`src/rtl/ck_div_src.sv`:
```
// ck_div_src: programmable glitch-free clock divider.
//
// Divides CK by a runtime-selectable ratio N >= 2 and produces the registered
// single-phase clock CK_OUT for the downstream two-phase generator. Each period
// is H = floor(N/2) cycles high followed by L = N - H cycles low, so odd ratios
// put the extra cycle in the low phase. Starting and stopping happen only at
// period boundaries, so CK_OUT never carries a runt pulse.
//
// Ports:
//   CK          system clock, all state moves on the rising edge
//   RST         asynchronous active-high reset
//   RUN         1 = generate clock, 0 = finish the current period then park low
//   DIV_IN      requested divide ratio (values below 2 are treated as 2)
//   DIV_REQ     request to capture DIV_IN into the shadow divisor
//   DIV_ACK     one-cycle pulse confirming a shadow capture
//   DIV_ACT     divisor governing the period in progress
//   CK_OUT      divided clock, registered
//   BUSY        high whenever the divider is not idle
//   PERIOD_CNT  count of completed periods, wraps modulo 2^WIDTH

module ck_div_src #(
    parameter int unsigned WIDTH = 8
) (
    input  logic             CK,
    input  logic             RST,
    input  logic             RUN,
    input  logic [WIDTH-1:0] DIV_IN,
    input  logic             DIV_REQ,
    output logic             DIV_ACK,
    output logic [WIDTH-1:0] DIV_ACT,
    output logic             CK_OUT,
    output logic             BUSY,
    output logic [WIDTH-1:0] PERIOD_CNT
);

    localparam logic [WIDTH-1:0] ONE = WIDTH'(1);
    localparam logic [WIDTH-1:0] TWO = WIDTH'(2);

    typedef enum logic [1:0] {
        StIdle,
        StHigh,
        StLow
    } state_t;

    state_t           state;
    logic [WIDTH-1:0] shadow;
    logic [WIDTH-1:0] ph_cnt;

    logic [WIDTH-1:0] div_clean;   // DIV_IN clamped to a legal ratio
    logic [WIDTH-1:0] shadow_hm1;  // high-phase reload for a period started from shadow
    logic [WIDTH-1:0] act_lm1;     // low-phase reload for the period in progress

    always_comb begin
        div_clean  = (DIV_IN < TWO) ? TWO : DIV_IN;
        shadow_hm1 = (shadow >> 1) - ONE;
        act_lm1    = DIV_ACT - (DIV_ACT >> 1) - ONE;
    end

    // Divisor handshake. A capture is only allowed while DIV_ACK is low, so a
    // held request re-captures every second cycle. The FSM below reads the
    // registered shadow, so a capture on a boundary edge only affects the
    // period after next.
    always_ff @(posedge CK or posedge RST) begin
        if (RST) begin
            shadow  <= TWO;
            DIV_ACK <= 1'b0;
        end else if (DIV_REQ && !DIV_ACK) begin
            shadow  <= div_clean;
            DIV_ACK <= 1'b1;
        end else begin
            DIV_ACK <= 1'b0;
        end
    end

    // Period FSM with registered outputs. RUN is looked at only in idle and in
    // the last low cycle, so dropping it mid-period never shortens a phase.
    always_ff @(posedge CK or posedge RST) begin
        if (RST) begin
            state      <= StIdle;
            ph_cnt     <= '0;
            DIV_ACT    <= TWO;
            CK_OUT     <= 1'b0;
            BUSY       <= 1'b0;
            PERIOD_CNT <= '0;
        end else begin
            unique case (state)
                StIdle: begin
                    if (RUN) begin
                        state   <= StHigh;
                        DIV_ACT <= shadow;
                        ph_cnt  <= shadow_hm1;
                        CK_OUT  <= 1'b1;
                        BUSY    <= 1'b1;
                    end
                end

                StHigh: begin
                    if (ph_cnt == '0) begin
                        state  <= StLow;
                        ph_cnt <= act_lm1;
                        CK_OUT <= 1'b0;
                    end else begin
                        ph_cnt <= ph_cnt - ONE;
                    end
                end

                StLow: begin
                    if (ph_cnt == '0) begin
                        PERIOD_CNT <= PERIOD_CNT + ONE;
                        if (RUN) begin
                            // Back-to-back period: no gap cycle.
                            state   <= StHigh;
                            DIV_ACT <= shadow;
                            ph_cnt  <= shadow_hm1;
                            CK_OUT  <= 1'b1;
                        end else begin
                            state <= StIdle;
                            BUSY  <= 1'b0;
                        end
                    end else begin
                        ph_cnt <= ph_cnt - ONE;
                    end
                end

                default: begin
                    state  <= StIdle;
                    ph_cnt <= '0;
                    CK_OUT <= 1'b0;
                    BUSY   <= 1'b0;
                end
            endcase
        end
    end

endmodule

```
`config.mk`:
```
export PLATFORM = sky130hd
export DESIGN_NAME = ck_div_src
export DESIGN_NICKNAME = d
export VERILOG_FILES = /design/src/rtl/ck_div_src.sv
export SDC_FILE = /design/constraint.sdc
export NUM_CORES = 1
export LEC_CHECK = 0
export BUFFER_PORTS_ARGS = -buffer_cell sky130_fd_sc_hd__buf_2
export CORE_ASPECT_RATIO = 2
export CORE_MARGIN = 1.5
export CORE_UTILIZATION = 35
export DETAILED_ROUTE_END_ITERATION = 8
export SETUP_SLACK_MARGIN = 0.4
export SLEW_MARGIN = 30
export SYNTH_ARGS = -nofsm -noshare
export SYNTH_HDL_FRONTEND = slang
export SYNTH_SLANG_ARGS = --single-unit
```
`constraint.sdc`:
```
create_clock -name CK -period 2.2 [get_ports CK]
set_input_delay 0.33 -clock CK [delete_from_list [all_inputs] [get_ports CK]]
set_output_delay 0.33 -clock CK [all_outputs]
set_load 0.01 [all_outputs]
```
After elaboration in Yosys (flattened, before gate mapping) --
Cells that the tools add are included.
Storage, ports and cells: output and inout bits 19, bits of input ports 12, flip-flop bits (word level) 37, word-level logic and storage cells 53
Operators by class: reduce and logical (&&, ||, !) cells 10, magnitude comparators 1, add/subtract/negate cells 5, bitwise operators 1, equal/unequal tests 6, muxes and demuxes 22
Operator list (count):
- 8-bit two-way mux | 6
- 8-bit one-hot mux with 3 select lines | 1
- 8-bit one-hot mux with 2 select lines | 1
- 8-bit by 1-bit subtractor with 8-bit output (second input constant) | 2
- 8-bit by 1-bit adder with 8-bit output (second input constant) | 1
- 8-bit zero test | 1
- 8-bit by 2-bit < comparator with 1-bit output (second input constant) | 1
- 1-bit two-way mux | 8
- 2-bit != test (second input constant) | 4
- 7-bit by 1-bit subtractor with 8-bit output (second input constant) | 1
- 8-bit by 7-bit subtractor with 8-bit output | 1
- 2-bit two-way mux | 3
- 1-bit one-hot mux with 3 select lines | 2
- 2-bit one-hot mux with 3 select lines | 1
- 2-bit AND reduction | 3
- 4-bit AND reduction | 1
- 3-bit AND reduction | 1
- 2-bit by 1-bit equality test with 1-bit output (second input constant) | 1
- 2-bit equality test (second input constant) | 1
- 2-bit zero test | 1
- 2-bit nonzero test | 1
- 1-bit logical AND | 1
- 1-bit zero test | 1
- 1-bit NOT | 1

Longest topological paths before layout --
Gate-level depths: netlist of the first run.
depth in word-level cells 4, depth in mapped cells 8, gate-level depth less buffers 8

Worst setup path after synthesis of the first run --
No wires, ideal clock.
kind register to register, from reg ph_cnt[2], to reg DIV_ACT[3], required time 2.075 ns, arrival 2.109 ns, library setup time 0.125 ns, cell stages (with the launch flop) 8, period minus slack after synthesis 2.234 ns, path buffers 2, slack -0.034 ns, path through dfrtp_1 > or4_1 > buf_2 > or3_1 > buf_6 > nand2_8 > nand3_4 > mux2_4
Between the ends: word-level cells in the longest chain between the ends 3
Ends and longest elaborated chain:
- start: declaration | RTL line 47 | logic [WIDTH-1:0] ph_cnt;
- start signal: assignment | RTL line 91 | ph_cnt <= shadow_hm1;
- start signal: assignment | RTL line 100 | ph_cnt <= act_lm1;
- start signal: assignment | RTL line 103 | ph_cnt <= ph_cnt - ONE;
- 8-bit zero test | RTL line 108 | if (ph_cnt == '0) begin
- 2-bit != test (no line)
- 2-bit AND reduction (no line)
- end signal: assignment | RTL line 90 | DIV_ACT <= shadow;
- end signal: assignment | RTL line 113 | DIV_ACT <= shadow;
- end: declaration | RTL line 30 | output logic [WIDTH-1:0] DIV_ACT,
Every way passes these cells. A chain may end at the register's enable or synchronous reset.

Worst setup path after layout of the first run --
from reg DIV_ACT[1], to reg ph_cnt[6]
Between the ends: word-level cells in the longest chain between the ends 4
Ends and longest elaborated chain:
- 8-bit by 7-bit subtractor with 8-bit output | RTL line 56 | act_lm1 = DIV_ACT - (DIV_ACT >> 1) - ONE;
- 8-bit by 1-bit subtractor with 8-bit output | RTL line 56
- 8-bit two-way mux | RTL line 98 | if (ph_cnt == '0) begin
- 8-bit one-hot mux with 3 select lines | RTL line 86 | unique case (state)
Every way passes these cells.

==> results of run 1 <==
[cell families after synthesis]
kind of cell,share of synthesized area (%)
flip-flops,38.97
buffers and inverters,5.410
XOR/XNOR,6.618
AO/OA/AOI/OAI,17.80
multiplexers,8.298
adder cells (fa/ha/maj),6.618
AND/OR/NAND/NOR,16.28
[final timing paths]
kind / end / startpoint / cells after the start / slack (ns)
hold reg to reg: DIV_ACK$_DFF_PP0_ / DIV_ACK$_DFF_PP0_ / 1 / 0.45
setup reg to reg: ph_cnt[6]$_DFF_PP0_ / DIV_ACT[1]$_DFFE_PP1P_ / 8 / 0.15
max in group asynchronous: shadow[1]$_DFFE_PP1P_ / RST / 3 / 1.69
hold / removal: DIV_ACT[2]$_DFFE_PP0P_ / RST / 3 / 0.15
min in group CK: shadow[1]$_DFFE_PP1P_ / DIV_IN[1] / 3 / 0.26
setup / recovery: ph_cnt[6]$_DFF_PP0_ / DIV_ACT[1]$_DFFE_PP1P_ / 8 / 0.15
[Yosys cell counts, types with 2 or more instances]
cell type  instances
inv_1             20
nand2b_1           4
o21ai_0            6
o32ai_1            2
a22oi_1            4
nor3_1             7
o31ai_1            2
nand4_1            3
xor2_1             4
nand3_1            2
or4_1              3
or3_1              3
nor3b_1            2
o21bai_1           2
nor4_1             2
nor2b_1            2
dfrtp_1           35
mux2i_1            4
mux2_2             2
o211ai_1           3
dfstp_2            2
ha_1              11
mux2_4             6
nand2_1            9
a31oi_1            3
clkbuf_1           5
a211oi_1           6
o32a_1             2
o2bb2ai_1          3
buf_2              4
xnor2_1           14
a21oi_1           14
a21o_1             2
nor2_1            23
o21ai_1            7
mux2_1             4
[worst min-delay path, stage by stage]
cell and delay, ns:
buf_2 0.09, inv_1 0.04, buf_4 0.40
[routing by layer]
layer / track usage, % / wire [um]
met3: 2.694 / 210
met1: 17.70 / 2249
met2: 34.97 / 3748
met4: 13.56 / 365
met5: 0 / 0
[through the flow]
step	instance area, um^2	power [mW]	setup WS [ns]	utilization (%)	hold WS [ns]
after floorplan	2409	2.479	0.05163	-	0.4284
after global placement	2755	3.070	0.08749	41.61	0.4238
after detailed placement	2755	3.093	0.08071	41.61	0.4374
after CTS	3090	4.084	0.1050	46.67	0.1833
after global routing	3216	4.515	0.03018	48.56	0.2369
final	3216	4.210	0.1524	48.56	0.1483
[repair_timing]
action,in CTS,in global routing
buffers inserted,9,5
pin swaps,14,18
setup endpoints to repair,25,28
gates cloned,1,0
resized for setup,26,17
[flip-flops by register name (all words and copies together) (netlist names)]
signal,flops
BUSY,1
CK_OUT,1
DIV_ACK,1
DIV_ACT,8
PERIOD_CNT,8
ph_cnt,8
shadow,8
state,2
[cell type report]
type	instances	area, um^2
flip-flops and latches	37	928.4
fillers	656	3406
well taps	88	110.1
clock buffers	5	125.1
repair buffers	64	462.9
inverters	21	78.83
multi-input cells	177	1475
clock inverters	2	35.03
[power by group through the flow]
| stage | registers [mW] | logic, mW | clock network [mW] |
|---|---|---|---|
| floorplan | 1.11 | 1.37 | 0 |
| global placement | 1.10 | 1.97 | 0 |
| detailed placement | 1.10 | 1.99 | 0 |
| CTS | 1.09 | 2.16 | 0.826 |
| global route | 1.12 | 2.55 | 0.847 |
| finish | 1.10 | 2.31 | 0.805 |
==> impl_metrics.ini, run 1 <==
[setup_path]
critPathTopFamily = compound AO/OA/AOI/OAI gates
arrival_ns = 2.21
path_class = reg2reg
cp-start-kind = register
crit_required_ns = 2.37
cp-end-kind = register
worst_path_largest_cell_delay_ns = 0.54
crit_fanout = 3
crit_chain = inv_2 -> ha_4 -> fa_2 -> a211oi_2 -> o21bai_1 -> a21oi_2 -> xnor2_1 -> a221o_1
path_buf_inv = 1
slowest_stage = dfstp_2

[logic_synthesis]
synth-seq-area-share_pct = 38.97
ys_ff_latch = 37
synth_cell_types = 54
syn_nets = 269
synthArstFlopShare_pct = 100.0
synth_edf_count = 0
synth_top_area_share_pct = 36.76
synth_area_um2 = 2382
yosysTopAreaCell = dfrtp_1
syn_area_per_cell_um2 = 9.724
synth_area_leaders = dfrtp_1 37%, ha_1 5.8%, xnor2_1 5.1%, mux2_4 3.8%, nor2_1 3.6%
ys.flop_type = dfrtp_1
ys_warn_count = 0
netlist_instances = 245

[clock_network]
clock-sinks = 37
cts_max_level = 2
cts_tree = yes
clock-root-buffer = clkbuf_16
clockBufferDepth = 2
ctsHoldBuffers = 0
path_clk_slew_ns = 0.06
cts_buffers = 5
insertion_delay_ns = 0.28

[placement]
hpwl_mm = 4.792
dp.cells = 372
portBuffers = 30
place_congestion = 0.8739

[power_and_ir_drop]
p_clk_share_pct = 19.1
p_per_area_nw_per_um2 = 1309
pwr-share-seq_pct = 26.1
p_sw_mw = 1.677
intPower_mw = 2.534
switching_share_pct = 39.82
leakagePower_nw = 1.457
pwr-share-comb_pct = 54.8
max-vdd-ir-drop_mv = 0.6478

[layout]
diodes = 0
final_cells = 394
area_delta_synth_final_pct = 34.98
final_common_cell = dfrtp_1
final_cell_mix = 35 x dfrtp_1, 30 x buf_2, 21 x buf_4, 20 x nor2_1, 19 x inv_1
fin_nets = 330
drive_gt1_share_pct = 38.24

[global_route]
grt_pass1_vias = 2210
overflow = 0
grt_max_degree = 38
grt_antenna_before_repair = 0
grtUsageTotal_pct = 19.13
grt_pass1_wl_mm = 10.34

[outcome]
status = completed

[die]
die_area_um2 = 7340
start_util_pct = 35.98
io_pins = 31
die_h_um = 119.7
core_um2 = 6621
die_width_um = 61.34
rows = 42

[sta]
max_slew.worst_pin.slew_ns = 0.4905
slew_headroom_pct = 67.30
setup_tns_ns = 0
skew_ns = 0.002160
rsz0062_at_grt = true
slew_viol_final = 0
hold_viol_final = 0
finalCritPeriodShare_pct = 93.07
finalSetupViolations = 0
fmax_mhz = 488.4
min_period_ns = 2.048

[drt]
vias_per_cell = 5.419
vias = 2135
drc = 0
drt_wl_total_mm = 6.573
dr.pass1.iters = 6
drt_first_iter_violations = 85
wl_per_cell_um = 16.68
ant_nets = 0

[run]
maxCapViolations = 0

[min_path]
min_path_type = in2async
Note: power is estimated with default switching activity, not from simulation.
==> inputs of run 2 (changes only) <==
--- a/config.mk
+++ b/config.mk
@@ -5,6 +5,7 @@
 export SDC_FILE = /design/constraint.sdc
 export NUM_CORES = 1
 export LEC_CHECK = 0
+export ABC_AREA = 1
 export BUFFER_PORTS_ARGS = -buffer_cell sky130_fd_sc_hd__buf_2
 export CORE_ASPECT_RATIO = 2
 export CORE_MARGIN = 1.5
==> run 2 against run 1 <==
Effect of this change:
- worst setup slack better by 0.31 ns
- core utilization shrank 5.4 points
- die area increased by 4.2%
- non-clock buffer count shrank 29
- combinational power is 94% lower
- fmax rose by 18%
==> impl_metrics.ini, run 2 <==
[outcome]
status = completed

[sta]
finalSetupViolations = 0
slew_headroom_pct = 68.31
skew_ns = 0.007426
hold_ws_ns = 0.1420
finalCritPeriodShare_pct = 79.01
max_slew.worst_pin.slew_ns = 0.4704
min_period_ns = 1.738
setup_tns_ns = 0
rsz0062_at_grt = false
slew_viol_final = 0
hold_viol_final = 0
fmax_mhz = 575.3

[logic_synthesis]
ys_top_cells_by_count = 98 x nand2_1, 47 x inv_1, 35 x dfrtp_1
synth_top_area_share_pct = 35.23
ys.flop_type = dfrtp_1
synth_area_leaders = dfrtp_1 35%, nand2_1 15%, inv_1 7.1%, nand3_1 6.4%, ha_1 5.5%
synthArstFlopShare_pct = 100.0
syn_nets = 355
ys_warn_count = 0
netlist_instances = 331
ys_ff_latch = 37
syn_area_per_cell_um2 = 7.511
synth_area_um2 = 2486
synth_edf_count = 0
synth_cell_types = 34
yosysMostFrequentCell = nand2_1
synth-seq-area-share_pct = 37.34
yosysTopAreaCell = dfrtp_1

[placement]
portBuffers = 30
postPlaceCellArea_um2 = 2758
place_congestion = 0.8613
hpwl_mm = 4.731

[layout]
drive_gt1_share_pct = 23.18
final_cell_mix = 96 x nand2_1, 46 x inv_1, 35 x dfrtp_1, 30 x nand3_1, 30 x buf_2
fin_nets = 394
final_common_cell = nand2_1
area_delta_synth_final_pct = 19.63
diodes = 0
nFillCells = 764
final_area_um2 = 2974
final_util_pct = 43.19

[die]
die_width_um = 62.60
core_um2 = 6887
rows = 43
io_pins = 31
die_h_um = 122.2
die_area_um2 = 7648
start_util_pct = 36.10

[setup_path]
r2r_slack_ns = 0.46
arrival_ns = 1.89
cp-end-kind = register
crit_required_ns = 2.35
path_class = reg2reg
cp-start-kind = register
crit_fanout = 3

[power_and_ir_drop]
p_sw_mw = 0.4032
p_per_area_nw_per_um2 = 576.6
pwr-share-comb_pct = 8.1
p_clk_share_pct = 50.0
max-vdd-ir-drop_mv = 0.9398
pwr-share-seq_pct = 41.9
leakagePower_nw = 1.529
switching_share_pct = 23.51
intPower_mw = 1.312

[global_route]
use_met2_pct = 34.07
grt_antenna_before_repair = 0
grt_max_degree = 38
overflow = 0
grt_pass1_wl_mm = 10.04
grt_pass1_vias = 2164
use_met1_pct = 16.13
grt-busiest-layer = met2
use_met3_pct = 3.139
grtUsageTotal_pct = 17.16

[drt]
vias = 2197
vias_per_cell = 4.766
dr.pass1.iters = 4
drt_first_iter_violations = 59
ant_nets = 0
drc = 0
wl_per_cell_um = 12.94
drt_wl_total_mm = 5.965

[clock_network]
insertion_delay_ns = 0.29
clock-root-buffer = clkbuf_16
cts_max_level = 2
clockBufferDepth = 2
ctsHoldBuffers = 0
cts_tree = yes
cts_buffers = 5
path_clk_slew_ns = 0.06
clock-sinks = 37

[run]
maxCapViolations = 0

[min_path]
min_path_type = in2async
-- run 2: cell count changes after synthesis, sizes merged, moves of 6 or more --
cell | before | now
a211oi | 6 | 0
a21oi | 14 | 4
inv | 21 | 54
mux2 | 12 | 0
nand2 | 10 | 106
nand3 | 3 | 33
o21ai | 13 | 26
xnor2 | 14 | 5
-- run 2: what timing repair did --
item / CTS / global route
resized for setup: 0 / 5
buffers inserted: 1 / 2
setup endpoints to repair: 1 / 1
pin swaps: 0 / 2
-- run 2: routing by layer --
layer | part of all wire, % | wire length (um)
met1 | 36 | 2139
met2 | 57 | 3429
met3 | 2.8 | 169
met4 | 3.8 | 228
met5 | 0 | 0
-- run 2: metrics by stage --
step                      setup slack (ns)  power, mW  std cells
after global placement              0.3879     0.8694        450
after floorplan                     0.4002     0.8189        331
after detailed placement            0.3474     0.8717        450
after CTS                           0.4072      1.731        459
after global routing                0.3994      1.783        461
final                               0.4617      1.715        461
-- run 2: power groups by stage --
stage | combinational [mW] | sequential, mW | clock (mW)
3_5_place_dp | 0.141 | 0.730 | 0
6_report | 0.139 | 0.718 | 0.858
3_3_place_gp | 0.140 | 0.730 | 0
5_1_grt | 0.161 | 0.721 | 0.902
2_1_floorplan | 0.0908 | 0.728 | 0
4_1_cts | 0.142 | 0.718 | 0.871
-- run 2: final cells by class --
| type | count | area, um^2 | share of cell area, % |
|---|---|---|---|
| Tap cell | 90 | 112.6 | 3.786 |
| Clock inverter | 2 | 37.54 | 1.262 |
| Multi-Input combinational cell | 237 | 1361 | 45.77 |
| Sequential cell | 37 | 928.4 | 31.22 |
| Inverter | 54 | 207.7 | 6.984 |
| Timing Repair Buffer | 35 | 187.7 | 6.310 |
| Clock buffer | 6 | 138.9 | 4.670 |
-- run 2: kinds of logic (layout without fill, tap and decap cells) --
logic type | Yosys count | in the layout | synth area share, %
AO/OA/AOI/OAI | 35 | 35 | 9.361
XOR/XNOR | 11 | 11 | 4.177
adder cells (fa/ha/maj) | 12 | 12 | 6.341
buffers and inverters | 57 | 97 | 9.210
flip-flops | 37 | 37 | 37.34
AND/OR/NAND/NOR | 179 | 179 | 33.57
-- run 2: worst paths after layout --
check,from,end,cells after the start
max in group asynchronous,RST,shadow[1]$_DFFE_PP1P_,3
min in group CK,DIV_IN[6],shadow[6]$_DFFE_PP0P_,3
worst min register to register,CK_OUT$_DFFE_PP0P_,CK_OUT$_DFFE_PP0P_,2
worst min-delay path,RST,DIV_ACT[4]$_DFFE_PP0P_,3
worst max register to register,DIV_ACT[1]$_DFFE_PP1P_,ph_cnt[2]$_DFF_PP0_,7
worst max-delay path,DIV_ACT[1]$_DFFE_PP1P_,ph_cnt[2]$_DFF_PP0_,7
-- run 2: worst max-delay path: stages, from the launching register on --
cell	delay, ns
dfstp_2	0.54
inv_2	0.05
ha_4	0.16
fa_2	0.41
buf_4	0.15
xor2_1	0.13
nand2_1	0.07
o211ai_1	0.09
==> inputs of run 3 (changes only) <==
==> constraint.sdc (replaced) <==
create_clock -name CK -period 1.44 [get_ports CK]
set_input_delay 0.216 -clock CK [delete_from_list [all_inputs] [get_ports CK]]
set_output_delay 0.216 -clock CK [all_outputs]
set_load 0.01 [all_outputs]
==> run 3 against run 2 <==
Effect of this change:
- the flow now finishes with violations (setup timing)
- clock power grew 31%
- register-to-register slack lost 0.72 ns
- hold slack gained 0.016 ns
- die area is the same
- sequential power grew 53%
- core utilization grew 13 points
- first-iteration DRC count grew 32%
- via count grew 17%
- flip-flop and latch count is the same
- critical path type unchanged
- highest routed layer unchanged
==> impl_metrics.ini, run 3 (synthesis gave the netlist of run 2 again) <==
[clock_network]
clock-sinks = 37
cts_max_level = 2
insertion_delay_ns = 0.29
cts_buffers = 5
path_clk_slew_ns = 0.06
cts_tree = yes
clock-root-buffer = clkbuf_16
clockBufferDepth = 2

[global_route]
grtUsageTotal_pct = 20.24
overflow = 0
grt_pass1_vias = 2613
grt_max_degree = 38
grt_pass1_wl_mm = 11.93
grt_antenna_before_repair = 0

[placement]
portBuffers = 30
dp.cells = 486
place_congestion = 0.8460
hpwl_mm = 5.008

[setup_path]
crit_path_end = ph_cnt[4]$_DFF_PP0_
r2r_slack_ns = -0.26
cp-start-kind = register
reg2reg_depth = 8
crit_required_ns = 1.61
crit_fanout = 3
crit_start = DIV_ACT[1]$_DFFE_PP1P_
arrival_ns = 1.87
cp-end-kind = register
path_class = reg2reg
r2r-start = DIV_ACT[1]$_DFFE_PP1P_
r2r-end = ph_cnt[4]$_DFF_PP0_

[power_and_ir_drop]
switching_share_pct = 24.60
p_clk_share_pct = 45.2
intPower_mw = 1.861
pwr-share-seq_pct = 44.5
max-vdd-ir-drop_mv = 0.8015
p_sw_mw = 0.6073
p_per_area_nw_per_um2 = 636.5
pwr-share-comb_pct = 10.3
leakagePower_nw = 1.902
total_power_mw = 2.469

[die]
die_area_um2 = 7648
start_util_pct = 36.10
die_h_um = 122.2
rows = 43
io_pins = 31
core_um2 = 6887
die_width_um = 62.60

[drt]
wl_per_cell_um = 14.15
routed.top_layer = met4
route.met2.wl_mm = 4.173
vias = 2574
dr.pass1.iters = 4
wl_met3_um = 260
vias_per_cell = 4.903
drc = 0
wirelength_met1_mm = 2.508
ant_nets = 0
drt_wl_total_mm = 7.431
drt_first_iter_violations = 78

[sta]
min_period_ns = 1.697
skew_ns = 0.007734
slew_viol_final = 0
fmax_mhz = 589.2
setup_ws_ns = -0.2573
max_slew.worst_pin.slew_ns = 0.5122
slew_headroom_pct = 65.77
rsz0062_at_grt = true
hold_viol_final = 0
finalSetupViolations = 8
finalCritPeriodShare_pct = 117.9

[layout]
final_cells = 525
final_common_cell = nand2_1
diodes = 0
final_cell_mix = 76 x nand2_1, 46 x buf_4, 40 x inv_1, 31 x dfrtp_1, 27 x buf_6
area_delta_synth_final_pct = 56.01
drive_gt1_share_pct = 43.68
fin_nets = 458

[outcome]
violations = setup timing
status = complete, but fails checks

[min_path]
min_path_type = in2reg

[run]
maxCapViolations = 0
-- run 3: changes by cell type in the layout (fill, tap and decap cells not counted), sizes merged --
cell,previous run,this run
dlygate4sd3,0,1
buf,35,95
clkinv,0,1
clkbuf,6,8
bufinv,1,0
inv,54,52
nand2,106,109
-- run 3: cell type report --
class,instances,area [um^2]
Clock buffer,8,146.4
Fill cell,645,3008
Inverter,54,224.0
Multi-Input combinational cell,240,1648
Sequential cell,37,933.4
Tap cell,90,112.6
Timing Repair Buffer,96,814.5
-- run 3: metal layers --
metal | up-vias | track usage [%]
met5 | - | 0
met4 | 0 | 16.11
met3 | 31 | 3.324
met2 | 63 | 38.71
met1 | 1223 | 18.32
li1 | 1257 | -
-- run 3: worst min-delay path by stage --
stage / startpoint / end / slack [ns] / depth (start not counted)
2_1_floorplan: RST / BUSY$_DFFE_PP0P_ / 0.18 / 1
3_3_place_gp: RST / state[0]$_DFFE_PP0P_ / 0.27 / 3
3_5_place_dp: RST / CK_OUT$_DFFE_PP0P_ / 0.28 / 3
4_1_cts: DIV_IN[3] / shadow[3]$_DFFE_PP0P_ / 0.15 / 3
5_1_grt: DIV_IN[4] / shadow[4]$_DFFE_PP0P_ / 0.19 / 3
6_report: DIV_IN[4] / shadow[4]$_DFFE_PP0P_ / 0.16 / 3
-- run 3: worst max-delay path, stage by stage (launching register included) --
cell and delay (ns):
dfstp_2 0.54, inv_2 0.04, ha_4 0.15, fa_2 0.37, nand2_1 0.08, nand2_2 0.05, or2_4 0.22, nand3_2 0.05
nand3_1 0.06
-- run 3: metrics by stage --
step	setup WS, ns	hold slack (ns)	setup TNS (ns)	util, %	instance area, um^2
detailed placement	-0.2358	0.2769	-0.9570	44.82	3087
floorplan	-0.2968	0.1750	-0.6339	-	2551
global route	-0.3180	0.1853	-1.668	56.32	3879
finish	-0.2573	0.1581	-1.146	56.32	3879
global placement	-0.2183	0.2695	-0.8256	44.82	3087
CTS	-0.2421	0.1524	-0.9382	52.87	3641
-- run 3: timing repair --
action	CTS	global route
hold buffers	1	0
setup buffers	13	14
endpoints found under the setup margin	52	54
pin swaps	17	17
resized for setup	61	26
endpoints found under the hold margin	35	0
gates cloned	3	0
-- run 3: power groups by stage --
| stage | Sequential, mW | Clock (mW) | Combinational (mW) |
|---|---|---|---|
| after global routing | 1.10 | 1.18 | 0.287 |
| after global placement | 1.12 | 0 | 0.235 |
| after CTS | 1.10 | 1.14 | 0.244 |
| final | 1.10 | 1.12 | 0.254 |
| after detailed placement | 1.12 | 0 | 0.238 |
| after floorplan | 1.11 | 0 | 0.140 |
